## config.mk

```make
export PLATFORM = sky130hd
export DESIGN_NAME = counter_bus_master
export DESIGN_NICKNAME = d
export VERILOG_FILES = /design/src/rtl/counter_bus_pkg.sv /design/src/rtl/counter_bus_oe_timer.sv /design/src/rtl/counter_bus_master.sv
export SDC_FILE = /design/constraint.sdc
export NUM_CORES = 1
export LEC_CHECK = 0
export ABC_AREA = 1
export CAP_MARGIN = 20
export CORE_UTILIZATION = 55
export CTS_BUF_LIST = sky130_fd_sc_hd__clkbuf_4 sky130_fd_sc_hd__clkbuf_8
export DETAILED_ROUTE_END_ITERATION = 6
export DONT_BUFFER_PORTS = 1
export GPL_TIMING_DRIVEN = 0
export MAX_ROUTING_LAYER = met4
export PLACE_DENSITY = 0.79
export SETUP_SLACK_MARGIN = 0.4
export SLEW_MARGIN = 10
export SYNTH_ARGS = -nofsm -noshare
export SYNTH_HDL_FRONTEND = slang
export SYNTH_SLANG_ARGS = --single-unit
```

## constraint.sdc

```tcl
create_clock -name clk -period 1.5 [get_ports clk]
set_input_delay 0.3 -clock clk [delete_from_list [all_inputs] [get_ports clk]]
set_output_delay 0.3 -clock clk [all_outputs]
set_load 0.03 [all_outputs]
```

## src/rtl/counter_bus_pkg.sv

```systemverilog
// Shared types and constants for the counter bus master.
package counter_bus_pkg;

   typedef enum logic [1:0] {
      OP_INC_N = 2'b00,
      OP_LOAD  = 2'b01,
      OP_READ  = 2'b10,
      OP_CLEAR = 2'b11
   } cmd_op_t;

   typedef enum logic [2:0] {
      ST_IDLE,
      ST_INC,
      ST_LOAD,
      ST_READ,
      ST_VERIFY
   } state_t;

   localparam int RD_WAIT_MAX = 7;
   localparam int RD_WAIT_W   = 3;

endpackage

```

## src/rtl/counter_bus_oe_timer.sv

```systemverilog
// Output-enable window timer: holds oe for load_val+1 cycles after start and
// flags the last of them as the sample cycle.
module counter_bus_oe_timer
   import counter_bus_pkg::*;
(
   input  logic                 clk,
   input  logic                 rst_n,
   input  logic                 start,
   input  logic [RD_WAIT_W-1:0] load_val,
   output logic                 oe,
   output logic                 sample
);

   logic [RD_WAIT_W-1:0] count;

   always_ff @(posedge clk or negedge rst_n) begin
      if (!rst_n) begin
         oe    <= 1'b0;
         count <= '0;
      end else if (start) begin
         oe    <= 1'b1;
         count <= load_val;
      end else if (oe) begin
         if (count == '0) begin
            oe <= 1'b0;
         end else begin
            count <= count - 1'b1;
         end
      end
   end

   assign sample = oe && (count == '0);

endmodule

```

## src/rtl/counter_bus_master.sv

```systemverilog
// Bus master sequencing inc/load/oe strobes of an 8-bit counter peripheral.
// Define COUNTER_BUS_VERIFY_EN to read back and compare after every LOAD/CLEAR.
module counter_bus_master
   import counter_bus_pkg::*;
#(
   parameter int RD_WAIT = 1
)
(
   input  logic       clk,
   input  logic       rst_n,
   input  logic       cmd_valid,
   output logic       cmd_ready,
   input  logic [1:0] cmd_op,
   input  logic [7:0] cmd_data,
   output logic       rsp_valid,
   output logic [7:0] rsp_data,
   output logic       rsp_err,
   output logic       cnt_inc,
   output logic       cnt_load,
   output logic [7:0] cnt_d,
   output logic       cnt_oe,
   input  logic [7:0] cnt_q
);

   state_t     state;
   cmd_op_t    op;
   logic [7:0] remain;
   logic       accept;
   logic       rd_start;
   logic       rd_sample;

   assign op     = cmd_op_t'(cmd_op);
   assign accept = cmd_valid && cmd_ready;

`ifdef COUNTER_BUS_VERIFY_EN
   logic [7:0] ld_val;
   // The LOAD strobe cycle doubles as the launch of the read-back window.
   assign rd_start = (accept && op == OP_READ) || (state == ST_LOAD);
`else
   assign rd_start = accept && op == OP_READ;
   assign rsp_err  = 1'b0;
`endif

   counter_bus_oe_timer u_oe_timer (
      .clk      (clk),
      .rst_n    (rst_n),
      .start    (rd_start),
      .load_val (RD_WAIT_W'(RD_WAIT)),
      .oe       (cnt_oe),
      .sample   (rd_sample)
   );

   always_ff @(posedge clk or negedge rst_n) begin
      if (!rst_n) begin
         state     <= ST_IDLE;
         cmd_ready <= 1'b0;
         remain    <= 8'h00;
         cnt_inc   <= 1'b0;
         cnt_load  <= 1'b0;
         cnt_d     <= 8'h00;
         rsp_valid <= 1'b0;
         rsp_data  <= 8'h00;
`ifdef COUNTER_BUS_VERIFY_EN
         ld_val    <= 8'h00;
         rsp_err   <= 1'b0;
`endif
      end else begin
         case (state)
            ST_IDLE: begin
               cmd_ready <= 1'b1;
               if (accept) begin
                  cmd_ready <= 1'b0;
                  case (op)
                     OP_INC_N: begin
                        state   <= ST_INC;
                        cnt_inc <= 1'b1;
                        remain  <= cmd_data;
                     end
                     OP_LOAD, OP_CLEAR: begin
                        state    <= ST_LOAD;
                        cnt_load <= 1'b1;
                        cnt_d    <= (op == OP_LOAD) ? cmd_data : 8'h00;
`ifdef COUNTER_BUS_VERIFY_EN
                        ld_val   <= (op == OP_LOAD) ? cmd_data : 8'h00;
`endif
                     end
                     OP_READ: state <= ST_READ;
                     default: state <= ST_IDLE;
                  endcase
               end
            end
            ST_INC: begin
               // remain counts strobe cycles left including this one; 0 wraps to 256.
               if (remain == 8'd1) begin
                  cnt_inc   <= 1'b0;
                  state     <= ST_IDLE;
                  cmd_ready <= 1'b1;
               end else begin
                  remain <= remain - 8'd1;
               end
            end
            ST_LOAD: begin
               cnt_load <= 1'b0;
               cnt_d    <= 8'h00;
`ifdef COUNTER_BUS_VERIFY_EN
               state    <= ST_VERIFY;
`else
               state     <= ST_IDLE;
               cmd_ready <= 1'b1;
`endif
            end
            ST_READ, ST_VERIFY: begin
               if (rsp_valid) begin
                  rsp_valid <= 1'b0;
                  state     <= ST_IDLE;
                  cmd_ready <= 1'b1;
               end else if (rd_sample) begin
                  rsp_valid <= 1'b1;
                  rsp_data  <= cnt_q;
`ifdef COUNTER_BUS_VERIFY_EN
                  rsp_err   <= (state == ST_VERIFY) && (cnt_q != ld_val);
`endif
               end
            end
            default: state <= ST_IDLE;
         endcase
      end
   end

endmodule

```

# Word-level counts from Yosys, hierarchy flattened
# Cells that the tools add are included.
# W data, S select, Z words.
# op_classes
add_sub_neg	2
n_eq_ne	15
n_mux	32
n_bitwise	1
reduce_logical	19
# op_table
op	n
$mux W8	6
$pmux W8 S2	2
$mux W3	6
$pmux W3 S3	2
$mux W1	13
$reduce_and A3 Y1	4
$ne A2 B2 Y1 const B	5
$eq A8 B1 Y1 const B	1
$reduce_and A4 Y1	2
$sub A8 B1 Y8 const B	1
$eq A3 B2 Y1 const B	2
$logic_not A3 Y1	2
$reduce_bool A2 Y1	3
$eq A2 B2 Y1 const B	2
$ne A2 B1 Y1 const B	2
$pmux W1 S2	2
$pmux W1 S4	1
$reduce_bool A4 Y1	1
$reduce_or A2 Y1	2
$eq A3 B1 Y1 const B	1
$eq A3 B3 Y1 const B	1
$logic_and A1 B1 Y1	3
$sub A3 B1 Y3 const B	1
$eq A2 B1 Y1 const B	1
other kinds (3)	3
# word_totals
register_bits	35
inputBits	21
out_inout_bits	22
elab_cells	79

# Depth between registers and ports, before layout
# Gate-level depths: netlist (run 1).
# depth
ltp_word	5
depth_mapped	10
depth_no_buf	9

# Hierarchy
# A second synthesis (run 1) with hierarchy kept.
# hier_totals
cells_unflattened	220
area_unflattened_um2	1818.0
# by_module_without_submodules
module	n_inst	cells_each	area_each_um2	seq_area_each_um2
counter_bus_master	1	188	1565.3	750.7
counter_bus_oe_timer	1	32	252.7	100.1

# Worst setup path before layout (run 1)
# No wires, ideal clock.
# synth_path
path_kind	reg-to-reg
from	reg remain[1]
to	reg remain[5]
setup_ns	0.116
arrival_ns	1.190
t_required_ns	1.384
setup_slack_ns	0.194
stages_incl_launch_ff	11
path_buffers	1
synth_period_minus_slack_ns	1.306
path_cell_list	dfrtp_1 > inv_1 > ha_1 > nand2_1 > nor2_1 > nand3_1 > nand2_1 > buf_6 > nor2_2 > nand2_1 > nand2_1
# synth_between
elab_chain_cells	3
elab_cells_between_ends	6
cone_classes	add/sub (1); eq/ne (2); mux (2); reduce/logical (1)
# synth_rtl
item	line	source
start: declaration	counter_bus_master.sv:27	logic [7:0] remain;
start signal: assignment	counter_bus_master.sv:77	remain <= cmd_data;
start signal: assignment	counter_bus_master.sv:99	remain <= remain - 8'd1;
$sub A8 B1 Y8 or $eq A8 B1 Y1 (tied branches)	counter_bus_master.sv:99, counter_bus_master.sv:94	
$mux W8 or $ne A2 B2 Y1 (tied branches)	-	
$pmux W8 S2 or $reduce_and A4 Y1 (tied branches)	-	
# Several ways; a longest one is shown, not always the timed one. The select of a mux whose other input is x is not followed.
# A chain may end at the register's enable or synchronous reset.

# Worst setup path after layout (run 1)
# layout_path
from	reg state[0]
to	reg remain[6]
# layout_between
elab_chain_cells	3
elab_cells_between_ends	8
cone_classes	eq/ne (4); mux (1); reduce/logical (3)
# layout_rtl
item	line	source
start: declaration	counter_bus_master.sv:25	state_t state;
start signal: assignment	counter_bus_master.sv:55	state <= ST_IDLE;
start signal: assignment	counter_bus_master.sv:75	state <= ST_INC;
start signal: assignment	counter_bus_master.sv:80	state <= ST_LOAD;
$eq A3 B1 Y1 or $logic_not A3 Y1 (tied branches)	counter_bus_master.sv:68	case (state)
$ne A2 B2 Y1 (no line), or another cell as far along	-	
$reduce_and A4 Y1 (no line)	-	
# Several ways; a longest one is shown, not always the timed one.

==> results.sh, run 1 <==
export IMPL_status="finished, final reports clean"
export IMPL_synth_most_common_cell="nand2_1"
export IMPL_cts_sinks=34
export IMPL_syn_num_nets=248
export IMPL_post_route_util_pct=78.7
export IMPL_setup_viol=0
export IMPL_synthTopCellsByArea="dfrtp_1, nand2_1, inv_1"
export IMPL_vias=1597
export IMPL_clkTransAtPathRegs_ns=0.11
export IMPL_grt_pass1_wl_mm=6.67
export IMPL_netlist_area_um2=1770
export IMPL_fin_cells=299
export IMPL_ant_nets=0
export IMPL_max_cap_viol_count=0
export IMPL_grt_pass1_vias=1492
export IMPL_n_antenna_cell=0
export IMPL_finalHoldViolCount=0
export IMPL_p_per_area_nw_per_um2=2430
export IMPL_drtIter0Drc=62
export IMPL_drive_gt1_share_pct=45.9
export IMPL_arrival_ns=1.61
export IMPL_hp_class="input pin to register"
export IMPL_multi_input_area_um2=1000
export IMPL_post_dp_hpwl_mm=2.55
export IMPL_via_per_inst=5.34
export IMPL_route_detailed_drc=0
export IMPL_cts_root_buf="clkbuf_4"
export IMPL_rsz0062_at_grt="true"
export IMPL_grt_max_degree=35
export IMPL_max_stage_delay_ns=0.44
export IMPL_min_period_ns=1.38
export IMPL_maxSlewViolCount=0
export IMPL_cts_buffers=5
export IMPL_crit_path_end_kind="register"
export IMPL_dr_pass1_iters=4
export IMPL_antenna_found_initial=0
export IMPL_crit_path_frequent_cell="nand2_1"
export IMPL_dieArea_um2=3450
export IMPL_fin_crit_sh_pct=91.7
export IMPL_yosys_warnings=0
export IMPL_regArea_um2=876
export IMPL_async_reset_ff_share_pct=100
export IMPL_critPathLaunchType="register"
export IMPL_gp_congestion=0.784
export IMPL_port_buffers=0
export IMPL_synthFlopType="dfrtp_1"
export IMPL_rows=20
export IMPL_cts_buffer_depth=2
export IMPL_ys_seq_area_share_pct=48.1
export IMPL_place_inst=267
export IMPL_crit_chain="inv_1 -> nor2_2 -> buf_2 -> nand3_1 -> nand2_1 -> nand2_1"
export IMPL_io_pins=43
export IMPL_fmax_mhz=727
export IMPL_synth_top_area_cell="dfrtp_1"
export IMPL_clk_latency_ns=0.34
export IMPL_setup_tns_ns=0
export IMPL_grtUsageTotal_pct=27.0
export IMPL_clock_tree_htree_level_count=2
export IMPL_syn2layout_area_growth_pct=35.8
export IMPL_crit_slowest_cell="dfrtp_2"
export IMPL_cp_required_ns=1.73
export IMPL_nets=279
export IMPL_design_core_area_um2=3050
export IMPL_ys_ff_latch=34
export IMPL_netlist_instances=223
export IMPL_drt_wirelength_per_cell_um=15.5
export IMPL_peakVddDrop_mv=1.46
export IMPL_start_util_pct=58.0
export IMPL_avgSynthCellArea_um2=7.93
export IMPL_synth_top_cell_area_share_pct=48.1
export IMPL_synth_edff_count=0
export IMPL_synth_common_cells="nand2_1, dfrtp_1, inv_1"
export IMPL_cts_tree="built"
export IMPL_wl_mm=4.64
export IMPL_p_leak_nw=1.17
export IMPL_synth_cell_types=25
export IMPL_fin_skew_ns=0.00465
export IMPL_grt_remaining_overflow=0
export IMPL_critPathKind="register to register"
export IMPL_critical_path_peak_fanout=10
export IMPL_fp_dieH_um=58.7
export IMPL_n_fill_cell=194
export IMPL_die_w_um=58.7
==> per-layer routing <==
layer	global-route usage [%]	up-vias	share of wire (%)	routed length, um
met2	44.2	71	52	2420
li1	-	752	-	-
met1	32.8	763	39	1790
met5	-	-	0	0
met4	8.84	0	2.1	97
met3	6.81	11	7.1	327
==> cells in the final DEF (no fill, tap or decap), drive strengths merged, types with 2 or more instances in the layout <==
cell type  count
clkinvlp       2
nand3         19
nor2          24
o21ai         19
dfrtp         34
ha             4
inv           31
buf           25
nand2         77
a21oi          5
clkbuf         6
==> report_power, final <==
group | internal, mW | switching, mW | total (mW) | leakage [nW]
Sequential | 1.43 | 1.04 | 2.47 | 0.396
Combinational | 1.16 | 1.53 | 2.69 | 0.739
Clock | 0.350 | 0.337 | 0.687 | 0.0374
==> critical path: cells and delay by family, from the launching register on <==
kind / cells / cell delay, ns
simple gates: 4 / 0.48
flops: 1 / 0.44
buf+inv: 2 / 0.36
==> flip-flops by register name, summed over array words and instances (netlist names) <==
register          cells
u_oe_timer.count      3
u_oe_timer.oe         1
state                 2
cnt_d                 8
cnt_inc               1
cnt_load              1
cmd_ready             1
remain                8
rsp_data              8
rsp_valid             1
==> logic make-up (layout without fill, tap and decap cells) <==
family / Yosys count / in the layout / synth area share, %
simple gates: 121 / 121 / 30.0
buf+inv: 36 / 67 / 8.77
flops: 34 / 34 / 48.1
compound gates: 26 / 27 / 9.62
fa+ha+maj: 4 / 4 / 2.83
other cells: 1 / 1 / 0.212
xor+xnor: 1 / 1 / 0.495
==> final timing paths <==
path / slack (ns) / end / start / cells past startpoint
max: 0.12 / remain[6] / state[0] / 6
min: 0.03 / state[0] / cmd_op[0] / 1
max reg2reg: 0.12 / remain[6] / state[0] / 6
min reg2reg: 0.52 / u_oe_timer.count[0] / u_oe_timer.count[0] / 2
max in group asynchronous: 0.90 / u_oe_timer.oe / rst_n / 2
min in group asynchronous: 0.40 / cnt_d[3] / rst_n / 2
==> layout make-up <==
class / count / share of cell area, %
clock inverters: 3 / 1.88
flip-flops and latches: 34 / 36.5
well taps: 44 / 2.29
inverters: 32 / 5.21
plain buffers: 4 / 1.61
repair buffers: 23 / 9.32
multi-input cells: 154 / 41.7
clock buffers: 5 / 1.56
==> metrics by stage <==
step | instance area (um^2) | hold slack (ns) | power, mW | setup WS, ns
floorplan | 1840 | 0.00441 | 3.82 | 0.254
global placement | 1890 | 0.00518 | 4.10 | 0.139
detailed placement | 1890 | 0.00513 | 4.20 | 0.0944
CTS | 2290 | 0.0282 | 5.46 | 0.149
global route | 2400 | 0.0168 | 6.22 | 0.0389
finish | 2400 | 0.0336 | 5.84 | 0.125
==> what timing repair did <==
action                                  4_1_cts  5_1_grt
endpoints found under the setup margin       53       53
resized for setup                            47       22
gates cloned                                  3        0
pin swaps                                    13       24
endpoints found under the hold margin        34        0
buffers inserted                             15        4
hold buffers                                  2        0
(Power assumes the default switching activity.)
==> inputs of run 2 (changes only) <==
--- a/config.mk
+++ b/config.mk
@@ -14,8 +14,10 @@
 export GPL_TIMING_DRIVEN = 0
 export MAX_ROUTING_LAYER = met4
 export PLACE_DENSITY = 0.79
+export RECOVER_POWER = 25
 export SETUP_SLACK_MARGIN = 0.4
 export SLEW_MARGIN = 10
 export SYNTH_ARGS = -nofsm -noshare
 export SYNTH_HDL_FRONTEND = slang
+export SYNTH_HIERARCHICAL = 1
 export SYNTH_SLANG_ARGS = --single-unit
==> run 2 against run 1 <==
  * Hold slack better by 0.033 ns
  * Total power decreased by 2.1%
  * Cell count up 0.33%
  * Die area rose by 2.7%
  * Sequential share of layout area shrank 0.052 points
  * Critical endpoint is now state[0]
  * Highest routed layer unchanged
==> results.sh, run 2 <==
export IMPL_critPathKind="register to register"
export IMPL_cts_root_buf="clkbuf_4"
export IMPL_p_leak_nw=1.18
export IMPL_route_detailed_drc=0
export IMPL_max_stage_delay_ns=0.42
export IMPL_placement_cell_area_um2=1970
export IMPL_avgSynthCellArea_um2=8.26
export IMPL_setup_viol=0
export IMPL_synth_common_cells="nand2_1, dfrtp_1, inv_1"
export IMPL_grtUsageTotal_pct=27.1
export IMPL_maxSlewViolCount=0
export IMPL_layout_commonest_cell="nand2_1"
export IMPL_cts_tree="built"
export IMPL_antenna_found_initial=0
export IMPL_io_pins=43
export IMPL_worst_pin_slew_ns=0.826
export IMPL_ant_nets=0
export IMPL_slew_headroom_pct=44.9
export IMPL_drt_wirelength_per_cell_um=15.7
export IMPL_finalHoldViolCount=0
export IMPL_netlist_area_um2=1820
export IMPL_crit_chain="inv_2 -> ha_4 -> inv_2 -> nor2_4 -> buf_6 -> nand2_2 -> nand2_2 -> o211ai_1"
export IMPL_dr_pass1_iters=4
export IMPL_min_period_ns=1.41
export IMPL_synthFlopType="dfrtp_1"
export IMPL_fin_area_um2=2420
export IMPL_crit_path_end_kind="register"
export IMPL_cp_required_ns=1.70
export IMPL_design_core_area_um2=3100
export IMPL_rows=20
export IMPL_peakVddDrop_mv=1.27
export IMPL_place_inst=266
export IMPL_gp_congestion=0.904
export IMPL_clk_latency_ns=0.34
export IMPL_async_reset_ff_share_pct=100
export IMPL_cp_num_buf_inv=3
export IMPL_fin_cells=300
export IMPL_synth_edff_count=0
export IMPL_reg2reg_slack_ns=0.09
export IMPL_netlist_instances=220
export IMPL_clkTransAtPathRegs_ns=0.10
export IMPL_start_util_pct=58.6
export IMPL_ys_seq_area_share_pct=46.8
export IMPL_dieArea_um2=3540
export IMPL_grt_max_degree=35
export IMPL_fin_crit_sh_pct=94.3
export IMPL_fin_skew_ns=0.00288
export IMPL_crit_family="flip-flops"
export IMPL_crit_slowest_cell="dfrtp_1"
export IMPL_post_dp_hpwl_mm=2.45
export IMPL_max_cap_viol_count=0
export IMPL_final_cell_mix="nand2_1, dfrtp_2, inv_1"
export IMPL_fp_dieH_um=59.5
export IMPL_grt_pass1_wl_mm=6.60
export IMPL_syn2layout_area_growth_pct=32.9
export IMPL_regArea_um2=880
export IMPL_crit_cells=8
export IMPL_vias=1599
export IMPL_drive_gt1_share_pct=45.3
export IMPL_synth_top_cell_area_share_pct=46.8
export IMPL_n_antenna_cell=0
export IMPL_clock_tree_htree_level_count=2
export IMPL_hold_depth=2
export IMPL_via_per_inst=5.33
export IMPL_n_fill_cell=197
export IMPL_hp_class="input pin to register"
export IMPL_multi_input_area_um2=1050
export IMPL_drtIter0Drc=119
export IMPL_synth_top_area_cell="dfrtp_1"
export IMPL_wl_mm=4.72
export IMPL_grt_pass1_vias=1443
export IMPL_die_w_um=59.5
export IMPL_synth_most_common_cell="nand2_1"
export IMPL_synthTopCellsByArea="dfrtp_1, nand2_1, mux2_4"
export IMPL_reg_top3="cnt_d x8, remain x8, rsp_data x8"
export IMPL_rsz0062_at_grt="true"
export IMPL_nets=280
export IMPL_critPathLaunchType="register"
export IMPL_synth_cell_types=23
export IMPL_status="finished, final reports clean"
export IMPL_port_buffers=0
export IMPL_p_per_area_nw_per_um2=2370
export IMPL_cts_buffer_depth=2
export IMPL_grt_remaining_overflow=0
export IMPL_cts_buffers=5
export IMPL_fmax_mhz=707
export IMPL_ys_ff_latch=34
export IMPL_arrival_ns=1.61
export IMPL_critical_path_peak_fanout=3
export IMPL_cts_sinks=34
export IMPL_yosys_warnings=6
export IMPL_reg2regPathDepth=8
[run 2: cell types whose count changed in the layout (fill, tap and decap cells not counted), moves of 5 or more]
cell     change
inv_2        +5
o21ai_2      -6
mux2_4       +8
o21ai_1      +8
nand3_2      -7
nor2_2       -6
[run 2: per-stage QoR]
step	total power, mW	setup slack, ns	utilization [%]	TNS [ns]	hold slack (ns)
5_1_grt	6.09	-0.00282	77.9	-0.00282	0.0579
3_3_place_gp	4.02	0.188	63.4	0	0.00492
4_1_cts	5.30	0.175	74.6	0	0.0643
2_1_floorplan	3.73	0.247	-	0	0.00441
6_report	5.72	0.0857	77.9	0	0.0671
3_5_place_dp	4.10	0.173	63.4	0	0.00486
[run 2: cell families (layout without fill, tap and decap cells)]
family,Yosys count,after routing,synth area share (%)
adder cells (fa/ha/maj),4,4,2.75
AO/OA/AOI/OAI,29,30,8.53
AND/OR/NAND/NOR,107,108,26.8
flip-flops,34,34,46.8
multiplexers,8,8,6.61
buffers and inverters,36,68,8.05
other,2,4,0.413
[run 2: per-layer routing]
layer  share of wire (%)  routed length [um]  track usage, %  up-vias
met4                 1.6                  77            11.6        0
met1                  39                1840            31.6      761
met2                  52                2480            44.3       70
met3                 6.9                 325            6.77       10
li1                    -                   -               -      758
met5                   0                   0               -        -
[run 2: final cells by class]
class                      count  area share (%)
multi-input combinational    154            43.4
sequential                    34            36.4
timing repair buffer          24            8.75
inverter                      33            5.54
tap                           44            2.28
clock buffer                   6            2.12
buffer                         3           0.984
clock inverter                 2           0.518
[run 2: final timing paths]
kind | startpoint | to
setup reg to reg | remain[1] | state[0]
hold / removal | cmd_data[6] | cnt_d[6]
setup / recovery | remain[1] | state[0]
hold reg to reg | remain[7] | remain[7]
min in group asynchronous | rst_n | u_oe_timer/count[2]
max in group asynchronous | rst_n | cnt_inc
[run 2: worst register-to-register path, delay by kind of cell (launching register included)]
kind,cells,cell delay [ns]
flops,1,0.42
simple gates,3,0.30
buf+inv,3,0.28
fa+ha+maj,1,0.15
compound gates,1,0.12
[run 2: repair_timing]
item                       in CTS  in global routing
hold buffers                    2                  0
hold endpoints to repair       34                  0
buffers inserted               15                  7
pin swaps                      11                  7
cloned                          2                  0
setup endpoints to repair      53                 54
gates resized for setup        44                 24
[run 2: report_power, final]
| part | internal [mW] | switching, mW | total, mW |
|---|---|---|---|
| combinational | 1.29 | 1.64 | 2.93 |
| clock | 0.225 | 0.320 | 0.545 |
| sequential | 1.38 | 0.860 | 2.24 |
==> inputs of run 3 (changes only) <==
--- a/config.mk
+++ b/config.mk
@@ -5,7 +5,6 @@
 export SDC_FILE = /design/constraint.sdc
 export NUM_CORES = 1
 export LEC_CHECK = 0
-export ABC_AREA = 1
 export CAP_MARGIN = 20
 export CORE_UTILIZATION = 55
 export CTS_BUF_LIST = sky130_fd_sc_hd__clkbuf_4 sky130_fd_sc_hd__clkbuf_8
@@ -19,5 +18,4 @@
 export SLEW_MARGIN = 10
 export SYNTH_ARGS = -nofsm -noshare
 export SYNTH_HDL_FRONTEND = slang
-export SYNTH_HIERARCHICAL = 1
 export SYNTH_SLANG_ARGS = --single-unit
==> run 3 against run 2 <==
  * The flow now finishes with violations (negative setup slack)
  * Combinational power decreased by 30%
  * Total power decreased by 7.1%
  * Global-route usage increased by 1.8 points
  * Clock skew increased by 0.0052 ns
  * Via count decreased by 11%
  * Routed wire length decreased by 0.85%
  * Sequential share of layout area increased by 1.6 points
  * Highest routed layer unchanged
  * Cell count decreased by 31%
  * Area after synthesis decreased by 11%
  * Non-clock buffer count decreased by 2
  * Die area decreased by 11%
==> results.sh, run 3 <==
export IMPL_status="finished, violations left"
export IMPL_violations="negative setup slack"
export IMPL_arrival_ns=2.02
export IMPL_die_w_um=56.3
export IMPL_io_pins=43
export IMPL_avgSynthCellArea_um2=10.9
export IMPL_wl_mm=4.68
export IMPL_cts_sinks=34
export IMPL_cp_required_ns=1.74
export IMPL_p_per_area_nw_per_um2=2300
export IMPL_drtIter0Drc=76
export IMPL_p_int_mw=2.95
export IMPL_synth_top_cell_area_share_pct=52.6
export IMPL_cts_buffer_depth=2
export IMPL_p_seq_share_pct=45.2
export IMPL_synth_cell_types=43
export IMPL_async_reset_ff_share_pct=100
export IMPL_rows=19
export IMPL_clock_tree_htree_level_count=2
export IMPL_grt_max_degree=35
export IMPL_drt_wirelength_per_cell_um=22.5
export IMPL_dieArea_um2=3160
export IMPL_place_inst=180
export IMPL_post_route_util_pct=83.1
export IMPL_power_clock_fraction_pct=16.3
export IMPL_multi_input_area_um2=1030
export IMPL_syn_num_nets=174
export IMPL_netlist_area_um2=1620
export IMPL_fp_dieH_um=56.3
export IMPL_synth_common_cells="dfrtp_1, nor2_1, nand2_1"
export IMPL_start_util_pct=58.2
export IMPL_crit_path_end_kind="register"
export IMPL_synthFlopType="dfrtp_1"
export IMPL_swShare_pct=44.4
export IMPL_min_period_ns=1.78
export IMPL_ant_nets=0
export IMPL_peakVddDrop_mv=2.16
export IMPL_synth_edff_count=0
export IMPL_n_fill_cell=159
export IMPL_finalHoldViolCount=0
export IMPL_yosys_warnings=0
export IMPL_rsz0062_at_grt="true"
export IMPL_grtUsageTotal_pct=28.8
export IMPL_post_dp_hpwl_mm=2.38
export IMPL_vias=1422
export IMPL_design_core_area_um2=2780
export IMPL_critPathLaunchType="register"
export IMPL_final_cell_mix="dfrtp_2, buf_4, dfrtp_1"
export IMPL_netlist_instances=149
export IMPL_fmax_mhz=562
export IMPL_dr_pass1_iters=4
export IMPL_hp_class="input pin to register"
export IMPL_layout_commonest_cell="dfrtp_2"
export IMPL_reg_top3="cnt_d x8, remain x8, rsp_data x8"
export IMPL_critPathKind="register to register"
export IMPL_via_per_inst=6.84
export IMPL_critical_path_peak_fanout=4
export IMPL_syn2layout_area_growth_pct=42.7
export IMPL_nets=201
export IMPL_p_leak_nw=0.966
export IMPL_grt_pass1_wl_mm=6.67
export IMPL_ys_seq_area_share_pct=52.6
export IMPL_gp_congestion=0.863
export IMPL_ys_ff_latch=34
export IMPL_port_buffers=0
export IMPL_route_detailed_drc=0
export IMPL_finalWorstSetupSlack_ns=-0.281
export IMPL_antenna_found_initial=0
export IMPL_comb_power_share_pct=38.5
export IMPL_synth_most_common_cell="dfrtp_1"
export IMPL_clk_latency_ns=0.35
export IMPL_grt_pass1_vias=1387
export IMPL_setup_viol=28
export IMPL_fin_cells=208
export IMPL_worst_pin_slew_ns=0.812
export IMPL_fin_skew_ns=0.00803
export IMPL_grt_remaining_overflow=0
export IMPL_synth_top_area_cell="dfrtp_1"
export IMPL_cts_buffers=5
export IMPL_regArea_um2=878
export IMPL_n_antenna_cell=0
export IMPL_clkTransAtPathRegs_ns=0.12
export IMPL_maxSlewViolCount=0
export IMPL_max_cap_viol_count=0
export IMPL_drive_gt1_share_pct=62.1
export IMPL_switchingPower_mw=2.36
export IMPL_cts_tree="built"
export IMPL_cts_root_buf="clkbuf_4"
export IMPL_synthTopCellsByArea="dfrtp_1, mux2_2, a22o_1"
export IMPL_slew_headroom_pct=45.9
export IMPL_fin_crit_sh_pct=119
## run 3: cells by family after synthesis
logic type,Yosys count,synth area share (%)
xor gates and xnor gates,2,1.08
adders and majority gates,4,3.09
muxes,10,6.80
and+or+nand+nor,47,16.2
other,1,0.232
DFF,34,52.6
buffers and inverters,13,3.71
AOI/OAI and AO/OA,38,16.4
## run 3: power groups by stage
stage / sequential, mW / clock [mW] / combinational [mW]
floorplan: 2.18 / 0 / 1.06
global placement: 2.26 / 0 / 1.20
detailed placement: 2.28 / 0 / 1.26
CTS: 2.32 / 0.861 / 1.64
global route: 2.45 / 0.908 / 2.18
finish: 2.40 / 0.867 / 2.04
## run 3: worst max-delay path, cell delays in order, from the launching register on
cell     delay [ns]
dfrtp_2        0.51
or2_4          0.30
nor4b_4        0.36
buf_4          0.22
mux2_4         0.30
## run 3: worst paths after layout
path | from | depth (start not counted) | end | slack [ns]
worst max-delay path | rsp_valid | 4 | rsp_data[2] | -0.28
worst min-delay path | cmd_data[7] | 1 | cnt_d[7] | 0.07
worst max register to register | rsp_valid | 4 | rsp_data[2] | -0.28
worst min register to register | u_oe_timer.count[1] | 2 | u_oe_timer.count[1] | 0.56
max in group asynchronous | rst_n | 2 | cnt_d[6] | 0.37
min in group asynchronous | rst_n | 2 | remain[0] | 0.56
## run 3: layout make-up
cell class | count | area share [%]
multi-input cells | 102 | 44.4
flip-flops and latches | 34 | 38.0
repair buffers | 20 | 7.47
clock inverters | 3 | 2.98
plain buffers | 5 | 2.44
well taps | 31 | 1.68
clock buffers | 5 | 1.62
inverters | 8 | 1.41
## run 3: layer usage
metal	global-route usage, %	vias to the layer above	routed length, um
met5	-	-	0
met4	9.76	0	144
met3	8.29	26	401
met2	45.6	98	2320
met1	35.9	695	1810
li1	-	603	-
## run 3: per-stage QoR
step                setup WS, ns  hold slack [ns]  cell area [um^2]  power, mW  TNS (ns)
floorplan                 -0.248          0.00441              1720       3.24     -2.65
global placement          -0.359          0.00537              1760       3.46     -4.29
detailed placement        -0.426          0.00502              1760       3.54     -4.89
CTS                       -0.182           0.0685              2130       4.82     -2.67
global route              -0.302           0.0569              2310       5.54     -5.08
finish                    -0.281           0.0652              2310       5.31     -3.83
## run 3: timing repair
| action | in CTS | in global routing |
|---|---|---|
| pin swaps | 13 | 14 |
| gates cloned | 1 | 0 |
| resized for setup | 43 | 40 |
| endpoints found under the setup margin | 54 | 55 |
| hold endpoints to repair | 34 | 0 |
| setup buffers | 12 | 5 |
| hold buffers | 2 | 0 |
